--- src/rtl/dds_reset_sequencer.sv ---
`default_nettype none
// ============================================================================
//  Module   : dds_reset_sequencer
//  Brief    : PLL lock supervisor and staged reset sequencer for the DDS
//             function generator. Holds the PLL in reset, qualifies the
//             synchronized lock, then releases the datapath stage resets
//             in order 0 -> 1 -> 2 (accumulator, LUT/shaping, DAC IF).
//             Handles lock timeout with bounded retry, lock loss and
//             software restart.
//  Options  : DDS_RSTSEQ_LOCKLOSS_RECOVER_EN - when defined, lock loss in
//             RELEASE/RUN retries the PLL (while retries remain) instead
//             of going straight to FAULT.
//  Revision : 1.0 - initial release
// ============================================================================
module dds_reset_sequencer #(
    parameter int PLL_RST_CYC     = 16,
    parameter int LOCK_TIMEOUT    = 4096,
    parameter int LOCK_STABLE_CYC = 64,
    parameter int STAGE_GAP       = 8,
    parameter int MAX_RETRY       = 3
) (
    input  logic       CLK,
    input  logic       RESETn,
    input  logic       PllLocked,
    input  logic       SoftRst,
    output logic       PllRESETn,
    output logic [2:0] Stage_RESETn,
    output logic       Ready,
    output logic       Fault,
    output logic [3:0] RetryCnt
);

    // ------------------------------------------------------------------
    // Counter widths and terminal values
    // ------------------------------------------------------------------
    localparam int c_RST_W    = $clog2(PLL_RST_CYC + 1);
    localparam int c_TO_W     = $clog2(LOCK_TIMEOUT + 1);
    localparam int c_STABLE_W = $clog2(LOCK_STABLE_CYC + 1);
    localparam int c_GAP_W    = $clog2(STAGE_GAP + 1);

    localparam logic [c_RST_W-1:0]    c_RST_CYC   = c_RST_W'(PLL_RST_CYC);
    localparam logic [c_TO_W-1:0]     c_TIMEOUT   = c_TO_W'(LOCK_TIMEOUT);
    localparam logic [c_STABLE_W-1:0] c_STABLE    = c_STABLE_W'(LOCK_STABLE_CYC);
    localparam logic [c_GAP_W-1:0]    c_GAP       = c_GAP_W'(STAGE_GAP);
    localparam logic [3:0]            c_MAX_RETRY = 4'(MAX_RETRY);

    typedef enum logic [2:0] {
        ST_PLL_RST   = 3'd0,
        ST_WAIT_LOCK = 3'd1,
        ST_RELEASE   = 3'd2,
        ST_RUN       = 3'd3,
        ST_FAULT     = 3'd4
    } state_t;

    // ------------------------------------------------------------------
    // Registers
    // ------------------------------------------------------------------
    state_t                  r_state;
    logic                    r_lockMeta;
    logic                    r_lockSync;
    logic [c_RST_W-1:0]      r_rstCnt;
    logic [c_TO_W-1:0]       r_timeoutCnt;
    logic [c_STABLE_W-1:0]   r_stableCnt;
    logic [c_GAP_W-1:0]      r_gapCnt;
    logic [3:0]              r_retryCnt;
    logic                    r_pllRstN;
    logic [2:0]              r_stageRstN;
    logic                    r_ready;
    logic                    r_fault;

    // ------------------------------------------------------------------
    // Next-state wires
    // ------------------------------------------------------------------
    state_t                  w_stateNext;
    logic [c_RST_W-1:0]      w_rstCnt;
    logic [c_TO_W-1:0]       w_timeoutCnt;
    logic [c_STABLE_W-1:0]   w_stableCnt;
    logic [c_GAP_W-1:0]      w_gapCnt;
    logic [3:0]              w_retryCnt;
    logic [2:0]              w_stageRstN;
    logic                    w_pllRstN;
    logic [2:0]              w_stageOut;
    logic                    w_ready;
    logic                    w_fault;
    logic                    w_lossRetry;

    // Saturating increments: counters park at their terminal value
    logic [c_RST_W-1:0]      w_rstInc;
    logic [c_TO_W-1:0]       w_timeoutInc;
    logic [c_STABLE_W-1:0]   w_stableInc;
    logic [c_GAP_W-1:0]      w_gapInc;

    assign w_rstInc     = (r_rstCnt     == c_RST_CYC) ? r_rstCnt     : r_rstCnt     + 1'b1;
    assign w_timeoutInc = (r_timeoutCnt == c_TIMEOUT) ? r_timeoutCnt : r_timeoutCnt + 1'b1;
    assign w_stableInc  = (r_stableCnt  == c_STABLE)  ? r_stableCnt  : r_stableCnt  + 1'b1;
    assign w_gapInc     = (r_gapCnt     == c_GAP)     ? r_gapCnt     : r_gapCnt     + 1'b1;

    // Lock loss either retries the PLL (recover build) or always faults
`ifdef DDS_RSTSEQ_LOCKLOSS_RECOVER_EN
    assign w_lossRetry = (r_retryCnt < c_MAX_RETRY);
`else
    assign w_lossRetry = 1'b0;
`endif

    // Lock synchronizer; held clear while the PLL is in reset so only lock
    // reported after PllRESETn deasserts can count toward qualification.
    always_ff @(posedge CLK or negedge RESETn) begin
        if (!RESETn) begin
            r_lockMeta <= 1'b0;
            r_lockSync <= 1'b0;
        end else begin
            r_lockMeta <= r_pllRstN & PllLocked;
            r_lockSync <= r_pllRstN & r_lockMeta;
        end
    end

    // State, counters and registered outputs
    always_ff @(posedge CLK or negedge RESETn) begin
        if (!RESETn) begin
            r_state      <= ST_PLL_RST;
            r_rstCnt     <= '0;
            r_timeoutCnt <= '0;
            r_stableCnt  <= '0;
            r_gapCnt     <= '0;
            r_retryCnt   <= '0;
            r_pllRstN    <= 1'b0;
            r_stageRstN  <= 3'b000;
            r_ready      <= 1'b0;
            r_fault      <= 1'b0;
        end else begin
            r_state      <= w_stateNext;
            r_rstCnt     <= w_rstCnt;
            r_timeoutCnt <= w_timeoutCnt;
            r_stableCnt  <= w_stableCnt;
            r_gapCnt     <= w_gapCnt;
            r_retryCnt   <= w_retryCnt;
            r_pllRstN    <= w_pllRstN;
            r_stageRstN  <= w_stageOut;
            r_ready      <= w_ready;
            r_fault      <= w_fault;
        end
    end

    // Next-state, counter and output decode
    always_comb begin
        w_stateNext  = r_state;
        w_rstCnt     = r_rstCnt;
        w_timeoutCnt = r_timeoutCnt;
        w_stableCnt  = r_stableCnt;
        w_gapCnt     = r_gapCnt;
        w_retryCnt   = r_retryCnt;
        w_stageRstN  = r_stageRstN;

        case (r_state)
            ST_PLL_RST: begin
                w_rstCnt = w_rstInc;
                if (w_rstInc == c_RST_CYC) begin
                    w_stateNext  = ST_WAIT_LOCK;
                    w_timeoutCnt = '0;
                    w_stableCnt  = '0;
                end
            end

            ST_WAIT_LOCK: begin
                w_timeoutCnt = w_timeoutInc;
                w_stableCnt  = r_lockSync ? w_stableInc : '0;
                // Qualification is tested first so it wins a same-cycle timeout
                if (r_lockSync && (w_stableInc == c_STABLE)) begin
                    w_stateNext = ST_RELEASE;
                    w_gapCnt    = '0;
                    w_stageRstN = 3'b001;
                end else if (w_timeoutInc == c_TIMEOUT) begin
                    if (r_retryCnt < c_MAX_RETRY) begin
                        w_retryCnt  = r_retryCnt + 4'd1;
                        w_stateNext = ST_PLL_RST;
                        w_rstCnt    = '0;
                    end else begin
                        w_stateNext = ST_FAULT;
                    end
                end
            end

            ST_RELEASE: begin
                if (!r_lockSync) begin
                    if (w_lossRetry) begin
                        w_retryCnt  = r_retryCnt + 4'd1;
                        w_stateNext = ST_PLL_RST;
                        w_rstCnt    = '0;
                    end else begin
                        w_stateNext = ST_FAULT;
                    end
                end else if (r_stageRstN[2]) begin
                    w_stateNext = ST_RUN;
                end else begin
                    w_gapCnt = w_gapInc;
                    if (w_gapInc == c_GAP) begin
                        w_gapCnt    = '0;
                        w_stageRstN = {r_stageRstN[1:0], 1'b1};
                    end
                end
            end

            ST_RUN: begin
                if (!r_lockSync) begin
                    if (w_lossRetry) begin
                        w_retryCnt  = r_retryCnt + 4'd1;
                        w_stateNext = ST_PLL_RST;
                        w_rstCnt    = '0;
                    end else begin
                        w_stateNext = ST_FAULT;
                    end
                end
            end

            ST_FAULT: begin
                w_stateNext = ST_FAULT;
            end

            default: begin
                w_stateNext = ST_PLL_RST;
                w_rstCnt    = '0;
            end
        endcase

        // Software restart overrides every other transition
        if (SoftRst) begin
            w_stateNext  = ST_PLL_RST;
            w_rstCnt     = '0;
            w_timeoutCnt = '0;
            w_stableCnt  = '0;
            w_gapCnt     = '0;
            w_retryCnt   = '0;
            w_stageRstN  = 3'b000;
        end

        // Outputs follow the state being entered, so they change on the
        // same edge as the state register
        w_pllRstN  = (w_stateNext == ST_WAIT_LOCK) || (w_stateNext == ST_RELEASE) ||
                     (w_stateNext == ST_RUN);
        w_stageOut = ((w_stateNext == ST_RELEASE) || (w_stateNext == ST_RUN)) ?
                     w_stageRstN : 3'b000;
        w_ready    = (w_stateNext == ST_RUN);
        w_fault    = (w_stateNext == ST_FAULT);
    end

    assign PllRESETn    = r_pllRstN;
    assign Stage_RESETn = r_stageRstN;
    assign Ready        = r_ready;
    assign Fault        = r_fault;
    assign RetryCnt     = r_retryCnt;

endmodule
`default_nettype wire

--- config.mk ---
export PLATFORM = sky130hd
export DESIGN_NAME = dds_reset_sequencer
export DESIGN_NICKNAME = d
export VERILOG_FILES = /design/src/rtl/dds_reset_sequencer.sv
export SDC_FILE = /design/constraint.sdc
export NUM_CORES = 1
export LEC_CHECK = 0
export CAP_MARGIN = 20
export CORE_MARGIN = 3
export CORE_UTILIZATION = 55
export DETAILED_ROUTE_END_ITERATION = 8
export PLACE_DENSITY = 0.74
export SYNTH_ARGS = -nofsm -noshare
export SYNTH_HDL_FRONTEND = slang
export SYNTH_SLANG_ARGS = --single-unit
export TNS_END_PERCENT = 20
--- constraint.sdc ---
create_clock -name CLK -period 6.06 [get_ports CLK]
set_input_delay 0.909 -clock CLK [delete_from_list [all_inputs] [get_ports CLK]]
set_output_delay 0.909 -clock CLK [all_outputs]
set_load 0.03 [all_outputs]
==> impl_metrics.ini <==
[clocking]
clock_latency_ns = 0.30
ctsHtreeMaxLevel = 2
ctsResizeCount = 0
clockRootBuffer = clkbuf_8
cts_buffers = 5
path_clk_slew_ns = 0.09
clockBufferDepth = 2
cts_tree = yes
hold_buffers = 0
clock_sinks = 44
cts_setup_buffers = 0

[yosys]
yosysSeqAreaShare = 0.384
syn_area_per_cell_um2 = 8.64
synth_warnings = 0
ys_ff_latch = 44
synth_edf_count = 0
synthMuxAreaShare = 0.0122
synth-compound-area-share = 0.203
synth_top_family_by_area = simple AND/OR/NAND/NOR gates
synthSimpleGateAreaFrac = 0.266
syn_inst = 332
synthFlopType = dfrtp_1
synth_xor_area_frac = 0.0458
synth_cell_types = 61
synth.cell_area_um2 = 2870
synth_fp_nets = 345
synth_fa_ha_area_frac = 0.0392
async_flop_share = 1.00

[timing]
fin_skew_ns = 0.0100
setup_viol = 0
min_period_over_period = 0.515
rsz0062_at_grt = no
fmax_mhz = 320
setup_tns_ns = 0
tightestPinTransition_ns = 0.971
maxSlewViolCount = 0
hold_viol = 0
max_slew_margin = 0.353
period_needed_ns = 3.12

[outcome]
status = finished, final reports clean

[routing]
vias_per_cell = 6.03
ant_nets = 0
initialDrtViolationCount = 135
totalWireLength_mm = 6.05
drc = 0
vias = 2398
firstDrtPassIters = 4
wire_per_inst_um = 15.2

[worst_hold_path]
hp-class = reg2reg

[finish]
antenna_cells = 0
syn_to_final_growth_pct = 7.54
fin_nets = 343
drive_gt1_frac = 0.0544

[floorplan]
start_util = 0.588
die-area_um2 = 6120
die_h_um = 78.2
die_w_um = 78.2
placementRows = 25
core_um2 = 4880
ios = 14

[global_route]
grt_overflow = 0
grt_antenna_before_repair = 0
grt_pass1_vias = 2310
busiest_layer = met2
grt_use_met1 = 0.309
grt_use_total = 0.220
use_met2 = 0.336
grt_pass1_wl_mm = 10.8
grt_max_degree = 45
met3_usage = 0.0459

[placement]
dp_hpwl_mm = 4.28
routabilityCongestion = 0.843
io_buffers = 13

[power]
pwr-share-seq = 0.572
power.ir.vdd_worst_mv = 0.105
p_int_mw = 0.403
p_comb_frac = 0.053
p_clk_frac = 0.375
finalPower_mw = 0.533
power.net_switching_mw = 0.130
p_per_area_nw_per_um2 = 173
static-leakage-power_nw = 1.32
power_switching_share = 0.245

[critical_path]
cp.required_ns = 6.28
worstPathArrival_ns = 3.34
cp_slowest_stage_delay_ns = 0.87
crit_path_start_kind = input pin
crit_type = in2reg
critical_path.cell_chain = clkdlybuf4s50_1 -> nor2_1 -> nand2_1 -> or2_1 -> nor2_1 -> o21ai_1 -> o21ai_1
cp_slowest_cell = nor2_1
cp_max_fo = 21
setup.worst_path.end_class = register

[job]
maxCapViolCount = 0
==> flip-flops by register name, summed over array words and instances (netlist names) <==
signal	cells
r_timeoutCnt	13
r_lockMeta	1
r_stableCnt	7
PllRESETn	1
r_state	3
r_rstCnt	5
r_gapCnt	4
Ready	1
RetryCnt	4
Fault	1
Stage_RESETn	3
r_lockSync	1
==> placed cells by master (no fill, tap or decap), types with 3 or more instances in the layout <==
cell and count:
dfrtp_1 44, nor2_1 31, o21ai_1 30, nand2_1 19, nand3_1 16, clkdlybuf4s50_1 12, inv_1 11, a21oi_1 11
nor3_1 11, and3_1 10, nor2b_1 9, ha_1 9, xnor2_1 8, a31oi_1 8, o31ai_1 7, xor2_1 7
and2_1 7, nand2b_1 6, clkbuf_8 6, nand4_1 4, o21ai_0 4, o2bb2ai_1 4, or2_1 3, nor4b_1 3
o21a_1 3
==> power by group through the flow <==
stage                     clock [mW]  combinational (mW)  sequential [mW]
after floorplan                    0              0.0179            0.308
after global placement             0              0.0271            0.311
after detailed placement           0              0.0287            0.311
after CTS                      0.204              0.0287            0.305
after global routing           0.221              0.0321            0.306
final                          0.200              0.0283            0.305
==> metrics by stage <==
step / utilization / cells / hold slack [ns] / cell area (um^2) / worst slack, ns
2_1_floorplan: - / 332 / 0.434 / 2870 / 3.58
3_3_place_gp: 0.610 / 389 / 0.441 / 2980 / 2.72
3_5_place_dp: 0.613 / 390 / 0.453 / 2990 / 2.65
4_1_cts: 0.632 / 398 / 0.476 / 3090 / 2.96
5_1_grt: 0.632 / 398 / 0.498 / 3090 / 2.76
6_report: 0.632 / 398 / 0.472 / 3090 / 2.94
==> layer usage <==
layer,part of all wire,up-vias,routed length [um]
li1,-,1192,-
met1,0.49,1150,2950
met2,0.46,50,2810
met3,0.038,6,227
met4,0.012,0,70
met5,0,-,0
==> cell families (layout without fill, tap and decap cells) <==
logic type | after synthesis | in the layout
fa+ha+maj | 9 | 9
xor+xnor | 15 | 15
flops | 44 | 44
mux | 3 | 3
buf+inv | 34 | 33
compound gates | 90 | 90
simple gates | 137 | 137
==> Yosys cell counts, types with 2 or more instances <==
| library cell | instances | area (um^2) |
|---|---|---|
| and2_1 | 7 | 43.8 |
| inv_1 | 11 | 41.3 |
| nor4b_1 | 3 | 26.3 |
| o21a_1 | 3 | 22.5 |
| a21oi_1 | 11 | 55.1 |
| and3_1 | 10 | 62.6 |
| o21ai_0 | 4 | 20.0 |
| clkbuf_1 | 16 | 60.1 |
| nand4_1 | 4 | 25.0 |
| a31oi_1 | 8 | 50.1 |
| xor2_1 | 7 | 61.3 |
| nor4_1 | 2 | 12.5 |
| and3b_1 | 2 | 17.5 |
| or2_1 | 3 | 18.8 |
| nand3_1 | 16 | 80.1 |
| o31ai_1 | 7 | 52.6 |
| nand2_1 | 19 | 71.3 |
| a32oi_1 | 2 | 17.5 |
| xnor2_1 | 8 | 70.1 |
| o2bb2ai_1 | 4 | 35.0 |
| mux2i_1 | 2 | 20.0 |
| buf_2 | 5 | 25.0 |
| or3_1 | 2 | 12.5 |
| nor3_1 | 11 | 55.1 |
| nor2b_1 | 9 | 56.3 |
| ha_1 | 9 | 113 |
| dfrtp_1 | 44 | 1100 |
| nand3b_1 | 2 | 15.0 |
| a21o_1 | 2 | 15.0 |
| a22oi_1 | 2 | 15.0 |
| o21ai_1 | 30 | 150 |
| nand2b_1 | 6 | 37.5 |
| a32o_1 | 2 | 20.0 |
| nor2_1 | 31 | 116 |
| o211ai_1 | 2 | 15.0 |
==> worst paths after layout <==
kind	startpoint	to	slack, ns	cells after the start
hold / removal	r_lockMeta$_DFF_PN0_	r_lockSync$_DFF_PN0_	0.47	1
min in group asynchronous	RESETn	RetryCnt[3]$_DFFE_PN0P_	0.76	1
max in group asynchronous	RESETn	r_stableCnt[1]$_DFFE_PN0P_	4.70	1
setup / recovery	SoftRst	r_stableCnt[3]$_DFFE_PN0P_	2.94	7
hold reg to reg	r_lockMeta$_DFF_PN0_	r_lockSync$_DFF_PN0_	0.47	1
setup reg to reg	r_timeoutCnt[0]$_DFFE_PN0P_	r_rstCnt[2]$_DFFE_PN0P_	3.32	8
==> layout make-up <==
cell class	count	area, um^2
fillers	435	1790
well taps	67	83.8
inverters	11	41.3
clock inverters	2	13.8
flip-flops and latches	44	1100
multi-input cells	254	1630
repair buffers	14	136
clock buffers	6	82.6
==> worst max-delay path, delay by kind of cell <==
| kind | cells | cell delay (ns) |
|---|---|---|
| simple gates | 4 | 1.49 |
| buf+inv | 1 | 0.78 |
| compound gates | 2 | 0.16 |
Note: power is estimated with default switching activity, not from simulation.
